`config.mk`:
```
export PLATFORM = sky130hd
export DESIGN_NAME = reversi_accel_sdiv_seq_28s_12s_16_flat
export DESIGN_NICKNAME = d
export VERILOG_FILES = /design/src/rtl/reversi_accel_sdiv_seq_28s_12s_16_if.sv /design/src/rtl/reversi_accel_sdiv_seq_28s_12s_16.sv /design/src/flat_wrapper.sv
export SDC_FILE = /design/constraint.sdc
export NUM_CORES = 1
export LEC_CHECK = 0
export CAP_MARGIN = 10
export CORE_UTILIZATION = 55
export CTS_BUF_LIST = sky130_fd_sc_hd__clkbuf_4 sky130_fd_sc_hd__clkbuf_8
export DETAILED_ROUTE_END_ITERATION = 10
export DONT_BUFFER_PORTS = 1
export PLACE_DENSITY = 0.75
export SLEW_MARGIN = 20
export SYNTH_ARGS = -nofsm -noshare
export SYNTH_HDL_FRONTEND = slang
export SYNTH_SLANG_ARGS = --single-unit
```
`constraint.sdc`:
```
create_clock -name clk -period 5.29 [get_ports clk]
set_input_delay 1.058 -clock clk [delete_from_list [all_inputs] [get_ports clk]]
set_output_delay 1.058 -clock clk [all_outputs]
set_load 0.01 [all_outputs]
```
`src/rtl/reversi_accel_sdiv_seq_28s_12s_16_if.sv`:
```
// Handshake/bus bundle for the iterative signed divider.
// master: drives ce, start, din0, din1; observes busy, done, dout, rem, div0, ovf.
// slave : the divider side of the same signals.
interface reversi_accel_sdiv_seq_28s_12s_16_if #(
  parameter int unsigned din0_WIDTH = 28,
  parameter int unsigned din1_WIDTH = 12,
  parameter int unsigned dout_WIDTH = 16
);
  logic                          ce;
  logic                          start;
  logic signed [din0_WIDTH-1:0]  din0;
  logic signed [din1_WIDTH-1:0]  din1;
  logic                          busy;
  logic                          done;
  logic signed [dout_WIDTH-1:0]  dout;
  logic signed [din1_WIDTH-1:0]  rem;
  logic                          div0;
  logic                          ovf;

  modport master (
    output ce, start, din0, din1,
    input  busy, done, dout, rem, div0, ovf
  );

  modport slave (
    input  ce, start, din0, din1,
    output busy, done, dout, rem, div0, ovf
  );
endinterface

```
`src/rtl/reversi_accel_sdiv_seq_28s_12s_16.sv`:
```
// Iterative restoring signed divider, one quotient bit per ce cycle.
// Quotient truncates toward zero and saturates to dout_WIDTH; remainder
// follows the dividend's sign. Optional macro REVERSI_DIV_ROUND_EN switches
// the quotient to round-half-away-from-zero.
// Ports: clk, reset (sync, active-high), bus (slave modport: ce, start,
// din0, din1 in; busy, done, dout, rem, div0, ovf out).
module reversi_accel_sdiv_seq_28s_12s_16 #(
  parameter int unsigned din0_WIDTH = 28,
  parameter int unsigned din1_WIDTH = 12,
  parameter int unsigned dout_WIDTH = 16
) (
  input logic                                clk,
  input logic                                reset,
  reversi_accel_sdiv_seq_28s_12s_16_if.slave bus
);

  localparam int unsigned N0    = din0_WIDTH;
  localparam int unsigned N1    = din1_WIDTH;
  localparam int unsigned NO    = dout_WIDTH;
  localparam int unsigned CNT_W = $clog2(din0_WIDTH);
  localparam int unsigned POS_LIM = (2 ** (NO - 1)) - 1;
  localparam int unsigned NEG_LIM = 2 ** (NO - 1);
  localparam logic [NO-1:0] DOUT_MAX = {1'b0, {(NO-1){1'b1}}};
  localparam logic [NO-1:0] DOUT_MIN = {1'b1, {(NO-1){1'b0}}};

  typedef enum logic [1:0] {IDLE, CALC, FIX} state_e;

  state_e            state_q, state_d;
  logic [CNT_W-1:0]  cnt_q, cnt_d;
  logic [N0-1:0]     dvd_q, dvd_d;   // dividend magnitude in, quotient shifts in at LSB
  logic [N1-1:0]     pr_q, pr_d;     // partial remainder, always < |divisor|
  logic [N1-1:0]     dsr_q, dsr_d;   // divisor magnitude
  logic              s0_q, s0_d;
  logic              s1_q, s1_d;
  logic              busy_q, busy_d;
  logic              done_q, done_d;
  logic [NO-1:0]     dout_q, dout_d;
  logic [N1-1:0]     rem_q, rem_d;
  logic              div0_q, div0_d;
  logic              ovf_q, ovf_d;

  logic [N1:0]       pr_sh;
  logic [N1:0]       pr_sub;
  logic              qbit;
  logic [N0-1:0]     qmag;
  logic [N1-1:0]     rmag;
  logic              rneg;
  logic              qneg;

  // State register; ce gating is folded into the next-state logic.
  always_ff @(posedge clk) begin
    if (reset) begin
      state_q <= IDLE;
      cnt_q   <= '0;
      dvd_q   <= '0;
      pr_q    <= '0;
      dsr_q   <= '0;
      s0_q    <= 1'b0;
      s1_q    <= 1'b0;
      busy_q  <= 1'b0;
      done_q  <= 1'b0;
      dout_q  <= '0;
      rem_q   <= '0;
      div0_q  <= 1'b0;
      ovf_q   <= 1'b0;
    end else begin
      state_q <= state_d;
      cnt_q   <= cnt_d;
      dvd_q   <= dvd_d;
      pr_q    <= pr_d;
      dsr_q   <= dsr_d;
      s0_q    <= s0_d;
      s1_q    <= s1_d;
      busy_q  <= busy_d;
      done_q  <= done_d;
      dout_q  <= dout_d;
      rem_q   <= rem_d;
      div0_q  <= div0_d;
      ovf_q   <= ovf_d;
    end
  end

  // Next-state, restoring step and sign/saturation fix-up.
  always_comb begin
    state_d = state_q;
    cnt_d   = cnt_q;
    dvd_d   = dvd_q;
    pr_d    = pr_q;
    dsr_d   = dsr_q;
    s0_d    = s0_q;
    s1_d    = s1_q;
    busy_d  = busy_q;
    done_d  = done_q;
    dout_d  = dout_q;
    rem_d   = rem_q;
    div0_d  = div0_q;
    ovf_d   = ovf_q;

    pr_sh  = {pr_q, dvd_q[N0-1]};
    pr_sub = pr_sh - {1'b0, dsr_q};
    qbit   = (pr_sh >= {1'b0, dsr_q});
    qmag   = dvd_q;
    rmag   = pr_q;
    rneg   = s0_q;
`ifdef REVERSI_DIV_ROUND_EN
    // Round half away from zero: bump magnitude, remainder flips side.
    if ({pr_q, 1'b0} >= {1'b0, dsr_q}) begin
      qmag = dvd_q + N0'(1);
      rmag = dsr_q - pr_q;
      rneg = ~s0_q;
    end
`endif
    qneg = (s0_q ^ s1_q) && (qmag != '0);

    if (bus.ce) begin
      case (state_q)
        IDLE: begin
          done_d = 1'b0;
          if (bus.start) begin
            // Two's-complement negate of the most-negative value still yields
            // the correct unsigned magnitude in the same width.
            dvd_d  = bus.din0[N0-1] ? N0'(~$unsigned(bus.din0) + N0'(1)) : N0'($unsigned(bus.din0));
            dsr_d  = bus.din1[N1-1] ? N1'(~$unsigned(bus.din1) + N1'(1)) : N1'($unsigned(bus.din1));
            s0_d   = bus.din0[N0-1];
            s1_d   = bus.din1[N1-1];
            pr_d   = '0;
            cnt_d  = '0;
            busy_d = 1'b1;
            div0_d = 1'b0;
            ovf_d  = 1'b0;
            state_d = CALC;
          end
        end
        CALC: begin
          if (dsr_q == '0) begin
            state_d = FIX;
          end else begin
            pr_d  = qbit ? pr_sub[N1-1:0] : pr_sh[N1-1:0];
            dvd_d = {dvd_q[N0-2:0], qbit};
            cnt_d = cnt_q + CNT_W'(1);
            if (cnt_q == CNT_W'(N0 - 1)) begin
              state_d = FIX;
            end
          end
        end
        FIX: begin
          if (dsr_q == '0) begin
            dout_d = s0_q ? DOUT_MIN : DOUT_MAX;
            rem_d  = '0;
            div0_d = 1'b1;
            ovf_d  = 1'b0;
          end else begin
            rem_d = rneg ? N1'(~rmag + N1'(1)) : rmag;
            ovf_d = 1'b0;
            if (qneg) begin
              if (qmag > N0'(NEG_LIM)) begin
                dout_d = DOUT_MIN;
                ovf_d  = 1'b1;
              end else begin
                dout_d = NO'(~qmag + N0'(1));
              end
            end else begin
              if (qmag > N0'(POS_LIM)) begin
                dout_d = DOUT_MAX;
                ovf_d  = 1'b1;
              end else begin
                dout_d = NO'(qmag);
              end
            end
          end
          done_d  = 1'b1;
          busy_d  = 1'b0;
          state_d = IDLE;
        end
        default: state_d = IDLE;
      endcase
    end
  end

  assign bus.busy = busy_q;
  assign bus.done = done_q;
  assign bus.dout = $signed(dout_q);
  assign bus.rem  = $signed(rem_q);
  assign bus.div0 = div0_q;
  assign bus.ovf  = ovf_q;

endmodule

```
`src/flat_wrapper.sv`:
```
// flat-port wrapper written by rule: the top's interface ports become plain ports
module reversi_accel_sdiv_seq_28s_12s_16_flat 
#(
  parameter int unsigned din0_WIDTH = 28,
  parameter int unsigned din1_WIDTH = 12,
  parameter int unsigned dout_WIDTH = 16
)
  (clk, reset, bus_ce, bus_start, bus_din0, bus_din1, bus_busy, bus_done, bus_dout, bus_rem, bus_div0, bus_ovf);
  reversi_accel_sdiv_seq_28s_12s_16_if #(.din0_WIDTH(din0_WIDTH), .din1_WIDTH(din1_WIDTH), .dout_WIDTH(dout_WIDTH)) bus_i ();
  input logic clk;
  input logic reset;
  input wire logic [$bits(bus_i.ce)-1:0] bus_ce;
  input wire logic [$bits(bus_i.start)-1:0] bus_start;
  input wire logic [$bits(bus_i.din0)-1:0] bus_din0;
  input wire logic [$bits(bus_i.din1)-1:0] bus_din1;
  output wire logic [$bits(bus_i.busy)-1:0] bus_busy;
  output wire logic [$bits(bus_i.done)-1:0] bus_done;
  output wire logic [$bits(bus_i.dout)-1:0] bus_dout;
  output wire logic [$bits(bus_i.rem)-1:0] bus_rem;
  output wire logic [$bits(bus_i.div0)-1:0] bus_div0;
  output wire logic [$bits(bus_i.ovf)-1:0] bus_ovf;
  assign bus_i.ce = bus_ce;
  assign bus_i.start = bus_start;
  assign bus_i.din0 = bus_din0;
  assign bus_i.din1 = bus_din1;
  assign bus_busy = bus_i.busy;
  assign bus_done = bus_i.done;
  assign bus_dout = bus_i.dout;
  assign bus_rem = bus_i.rem;
  assign bus_div0 = bus_i.div0;
  assign bus_ovf = bus_i.ovf;
  reversi_accel_sdiv_seq_28s_12s_16 #(.din0_WIDTH(din0_WIDTH), .din1_WIDTH(din1_WIDTH), .dout_WIDTH(dout_WIDTH)) u_core (.clk(clk), .reset(reset), .bus(bus_i));
endmodule
```
# Yosys cells after proc, flatten, opt, wreduce, memory -nomap -nowiden

Cells that the tools add are included.

Add/sub/neg operators: 6
$mul: 0
Div/mod/pow operators: 0
$lt $le $gt $ge: 3
Eq/ne operators: 7
Shift operators: 0
Multiplexer cells: 34
Bitwise logic cells: 5
Reduce and logical (&&, ||, !) cells: 13

Operators with widths:

| operator                | number |
|---|---|
| $mux W28                | 3 |
| $mux W16                | 5 |
| $mux W12                | 6 |
| $pmux W28 S2            | 1 |
| $add A28 B1 Y28 const B | 1 |
| $gt A28 B15 Y1 const B  | 1 |
| $gt A28 B16 Y1 const B  | 1 |
| $not A28 Y28            | 1 |
| $reduce_bool A28 Y1     | 1 |
| $add A12 B1 Y12 const B | 2 |
| $not A12 Y12            | 2 |
| $pmux W12 S2            | 1 |
| $add A16 B1 Y16 const B | 1 |
| $not A16 Y16            | 1 |
| $ge A13 B12 Y1          | 1 |
| $logic_not A12 Y1       | 1 |
| $sub A12 B12 Y12        | 1 |
| $mux W5                 | 2 |
| $pmux W5 S2             | 1 |
| $reduce_and A3 Y1       | 3 |
| $pmux W1 S2             | 4 |
| $reduce_and A4 Y1       | 2 |
| $mux W1                 | 7 |
| $mux W2                 | 3 |
| other kinds (13)        | 16 |

Bits in registers: 93
Latch bits: 0
Bits in writable memories: 0
ROM bits: 0
Bits of input ports: 44
Output and inout bits: 32
Logic and storage cells: 81
Memories kept: 0

# Longest topological paths before layout

Depth after elaboration: 5
Depth in mapped cells: 10
Gate-level depth less buffers: 10

# Worst setup path before layout

Ideal clock, no wire load.

Kind: input to register
Start point: input bus_din0[14]
End point: register u_core.dvd_q[26]
Data arrival time: 2.963 ns
Required time: 5.162 ns
Slack: 2.200 ns
Stages on the path: 7
Path buffers: 1
Cell sequence: or4_1 buf_2 or4_4 o41ai_4 xnor2_1 a222oi_1 nor2_1

Longest elaborated chain between the ends: 5

Ends and longest elaborated chain:

| what                 | line                                     | RTL |
|---|---|---|
| from (decl)          | flat_wrapper.sv:14                       | `input wire logic [$bits(bus_i.din0)-1:0] bus_din0;` |
| $not A28 Y28         | reversi_accel_sdiv_seq_28s_12s_16.sv:122 | `dvd_d = bus.din0[N0-1] ? N0'(~$unsigned(bus.din0) + N0'(1)) : N0'($unsigned(bus.din0));` |
| $add A28 B1 Y28      | reversi_accel_sdiv_seq_28s_12s_16.sv:122 |  |
| $mux W28             | reversi_accel_sdiv_seq_28s_12s_16.sv:122 |  |
| $mux W28             | reversi_accel_sdiv_seq_28s_12s_16.sv:119 | `if (bus.start) begin` |
| $pmux W28 S2         | reversi_accel_sdiv_seq_28s_12s_16.sv:116 | `case (state_q)` |
| to (signal assigned) | reversi_accel_sdiv_seq_28s_12s_16.sv:69  | `dvd_q <= dvd_d;` |
| to (decl)            | reversi_accel_sdiv_seq_28s_12s_16.sv:30  | `logic [N0-1:0] dvd_q, dvd_d;` |

No other way between the ends. The select of a mux whose other input is x is not followed.
A chain may end at the register's enable or synchronous reset.

# Final worst setup path

Start point: register u_core.dvd_q[22]
End point: register u_core.dout_q[2] (netlist: u_core.bus.dout[2])

Longest elaborated chain between the ends: 4
Elaborated cells on any way between the ends: 8

Ends and longest elaborated chain:

| what                                         | line                                     | RTL |
|---|---|---|
| $gt A28 B15 Y1, or another cell as far along | reversi_accel_sdiv_seq_28s_12s_16.sv:163 | `if (qmag > N0'(POS_LIM)) begin` |
| $mux W16, or another cell as far along       | reversi_accel_sdiv_seq_28s_12s_16.sv:163 |  |
| $mux W16 *                                   | reversi_accel_sdiv_seq_28s_12s_16.sv:155 | `if (qneg) begin` |
| $mux W16 *                                   | reversi_accel_sdiv_seq_28s_12s_16.sv:147 | `if (dsr_q == '0) begin` |
| to (signal assigned)                         | reversi_accel_sdiv_seq_28s_12s_16.sv:76  | `dout_q <= dout_d;` |
| to (decl)                                    | reversi_accel_sdiv_seq_28s_12s_16.sv:37  | `logic [NO-1:0] dout_q, dout_d;` |

Every way passes the cells marked *; elsewhere a longest branch is shown, timed or not.

==> out/metrics.csv <==
metric;value;unit
DRT antenna net count;0;
gr usage total;0.2708;
Post-Synth Adder-Cell Area;0.04013;
slowest stage delay, CP;0.81;ns
design area;0.006038;mm^2
Crit Path Category;reg -> reg;
Syn Std Cell Area;0.005799;mm^2
post-synthesis mux area share;0.005178;
ys async rst share;0;
CTS H-tree lvls;3;
simple-gate share of the synthesized area;0.1974;
status;complete, no violations;
reg-to-reg endpoint;u_core.bus.dout[2];
syn avg cell area;7.912;um^2
Post-Synth XOR/XNOR Area;0.09968;
Crit path arrival time;3.56;ns
Ys Warns;0;
Compound-Gate Fraction of Synth Area;0.2865;
PwrDens;289.1;mW/mm^2
Worst-Skew Late Latency;0.38;ns
I/O pin count;76;
setup TNS;0;ns
vias in the first global route;4958;
Die Wd;104.7;um
largest net degree at the start of global routing;71;
Final Slew Violations;0;
Syn Nets;795;
Final Hold Vio Count;0;
wire per inst;17.39;um
startpoint types;flip-flop;
type of the most critical hold path;reg -> reg;
cell taking the most area after synthesis;dfxtp_1;
Crit path max-delay family;simple AND/OR/NAND/NOR gates;
global route overflow;0;
port bufs;0;
diodes inserted;0;
layout cells sized above 1;0.04937;
core area;0.01028;mm^2
antenna violations before repair;0;
Final Wtd Congestion;0.8551;
TritonRoute pass-1 iters;6;
half-perimeter wire length after placement;10700;um
RSZ-0062 raised after global routing;no;
Syn Inst Count;733;
placed cell areas;0.005834;mm^2
crit path capture type;flip-flop;
maximum vdd drop;0.1514;mV
DRC Markers;0;
initial core utilization;0.5643;
Netlist cell types;54;
worst rel slew slack;0.2776;
final setup vio count;0;
CP Buf/Inv Count;0;
Hold Path Sink;u_core.dsr_q[8];
maxcap violations;0;
Area contributors post-synth;dfxtp_1 (32%), xnor2_1 (5.6%), nand2_1 (5.3%);
Layout area overhead;4.121;%
share of the clock period used by the worst path;0.6175;
final WL;14700;um
worst-margin pin slew;1.053;ns
FP Rows;37;
most frequent cells in the layout;dfxtp_1 (93), nand2_1 (82), a21oi_1 (54), nor2_1 (53), o21ai_0 (45);
WP data required;5.58;ns
Clock Skew;0.01089;ns
commonest non-fill, non-tap cell in the layout;dfxtp_1;
reg2reg setup slack;2.02;ns
largest family of logic cells by synthesized area;compound AO/OA/AOI/OAI gates;
Crit path depth;6;
CP Max Fanout;19;
CTS max path bufs;2;
ys flop type;dfxtp_1;
TritonCTS clock tree;built;
Hold Crit Depth;2;
Seq cells post-synth;93;
Vias;5446;
initial DRC count;439;
die height;104.7;um
count of nets after finishing;766;
Pwr Total;0.001745;W
sequential share of the synthesized area;0.3210;
R2R Path Start;u_core.dvd_q[22];
post-route minimum period;3.266;ns
post_cts resized;0;
FF-to-FF path depth;6;
crit-path cells;nor4_1, nand4_1, o41ai_4, o21a_1, a21oi_1, a211oi_1;
min-delay src;u_core.dsr_q[8];
CTS Root Cell;clkbuf_8;
Max Clock Freq;306.2;MHz
leak pwr;2.114;nW
Post-synth EDFFs;0;
Critical Path Slowest Stage Cell;nand4_1;
share of the synthesized area in the top cell type;0.3210;
setup bufs post-CTS;0;
Sinks on Clock Net;93;
cts hold-fix bufs;0;
routed vias/inst;6.445;
total clock buffers created by CTS;9;
Die Area;0.01096;mm^2
first-pass GRT wire length;24260;um
clk slew on worst S/H paths;0.10;ns
==> cell type report <==
class	instances	area, um^2
Multi-Input combinational cell	564	3652
Inverter	32	120.1
Clock inverter	7	80.08
Sequential cell	93	1862
Tap cell	136	170.2
Fill cell	967	4239
Clock buffer	9	123.9
Timing Repair Buffer	4	30.03
==> state kept, by name, summed over array words and instances (netlist names), 2 cells and up <==
| register | flops |
|---|---|
| u_core.bus.dout | 16 |
| u_core.bus.rem | 12 |
| u_core.cnt_q | 5 |
| u_core.dsr_q | 12 |
| u_core.dvd_q | 28 |
| u_core.pr_q | 12 |
| u_core.state_q | 2 |
==> logic make-up (layout without fill, tap and decap cells) <==
group / count (synthesis) / count (layout)
flops: 93 / 93
fa+ha+maj: 18 / 18
mux: 3 / 3
simple gates: 238 / 238
xor+xnor: 66 / 66
compound gates: 239 / 239
buf+inv: 76 / 52
==> synthesized netlist by cell type, drive strengths merged (6+ instances only) <==
library cell	number
a222oi	14
a31oi	11
or4	8
clkbuf	37
o211ai	20
o31ai	15
xor2	29
inv	32
or3	6
o41ai	13
a22oi	6
nand4	7
a211oi	16
nand2	82
nor2	55
xnor2	37
nand3	18
nand2b	9
nor4	11
dfxtp	93
and3	6
o21ai	45
a21oi	54
ha	17
buf	7
nor3	16
==> power breakdown <==
group	switching [W]	internal [W]
Sequential	0.0000413	0.000727
Combinational	0.000280	0.000187
Clock	0.000285	0.000225
==> worst min-delay path, cell delays in order, from the launching register on <==
cell	delay, ns
dfxtp_1	0.34
nand2_1	0.06
a21oi_1	0.05
==> worst max-delay path by stage <==
stage | start | end | slack [ns]
floorplan | bus_din0[14] | u_core.dvd_q[26] | 2.20
global placement | bus_din0[14] | u_core.dvd_q[25] | 2.11
detailed placement | bus_din0[4] | u_core.dvd_q[21] | 2.00
CTS | u_core.dvd_q[22] | u_core.bus.dout[2] | 2.10
global route | u_core.dvd_q[22] | u_core.bus.dout[2] | 1.79
finish | u_core.dvd_q[22] | u_core.bus.dout[2] | 2.02
==> per-layer routing <==
metal  up-vias  routed length, um  track usage  share of wire
met5         -                  0            0              0
met4         0                231      0.08451          0.016
met3        21               1145      0.06737          0.078
met2       201               6416       0.4007           0.44
met1      2570               6905       0.3851           0.47
li1       2654                  -            -              -
==> stage by stage <==
stage	utilization	instances	hold slack [ns]	setup WS [ns]
floorplan	-	733	0.4445	2.200
global placement	0.5677	829	0.4556	2.110
detailed placement	0.5677	829	0.4635	2.000
CTS	0.5875	845	0.4756	2.097
global route	0.5875	845	0.5064	1.785
finish	0.5875	845	0.4734	2.024
Note: power is estimated with default switching activity, not from simulation.
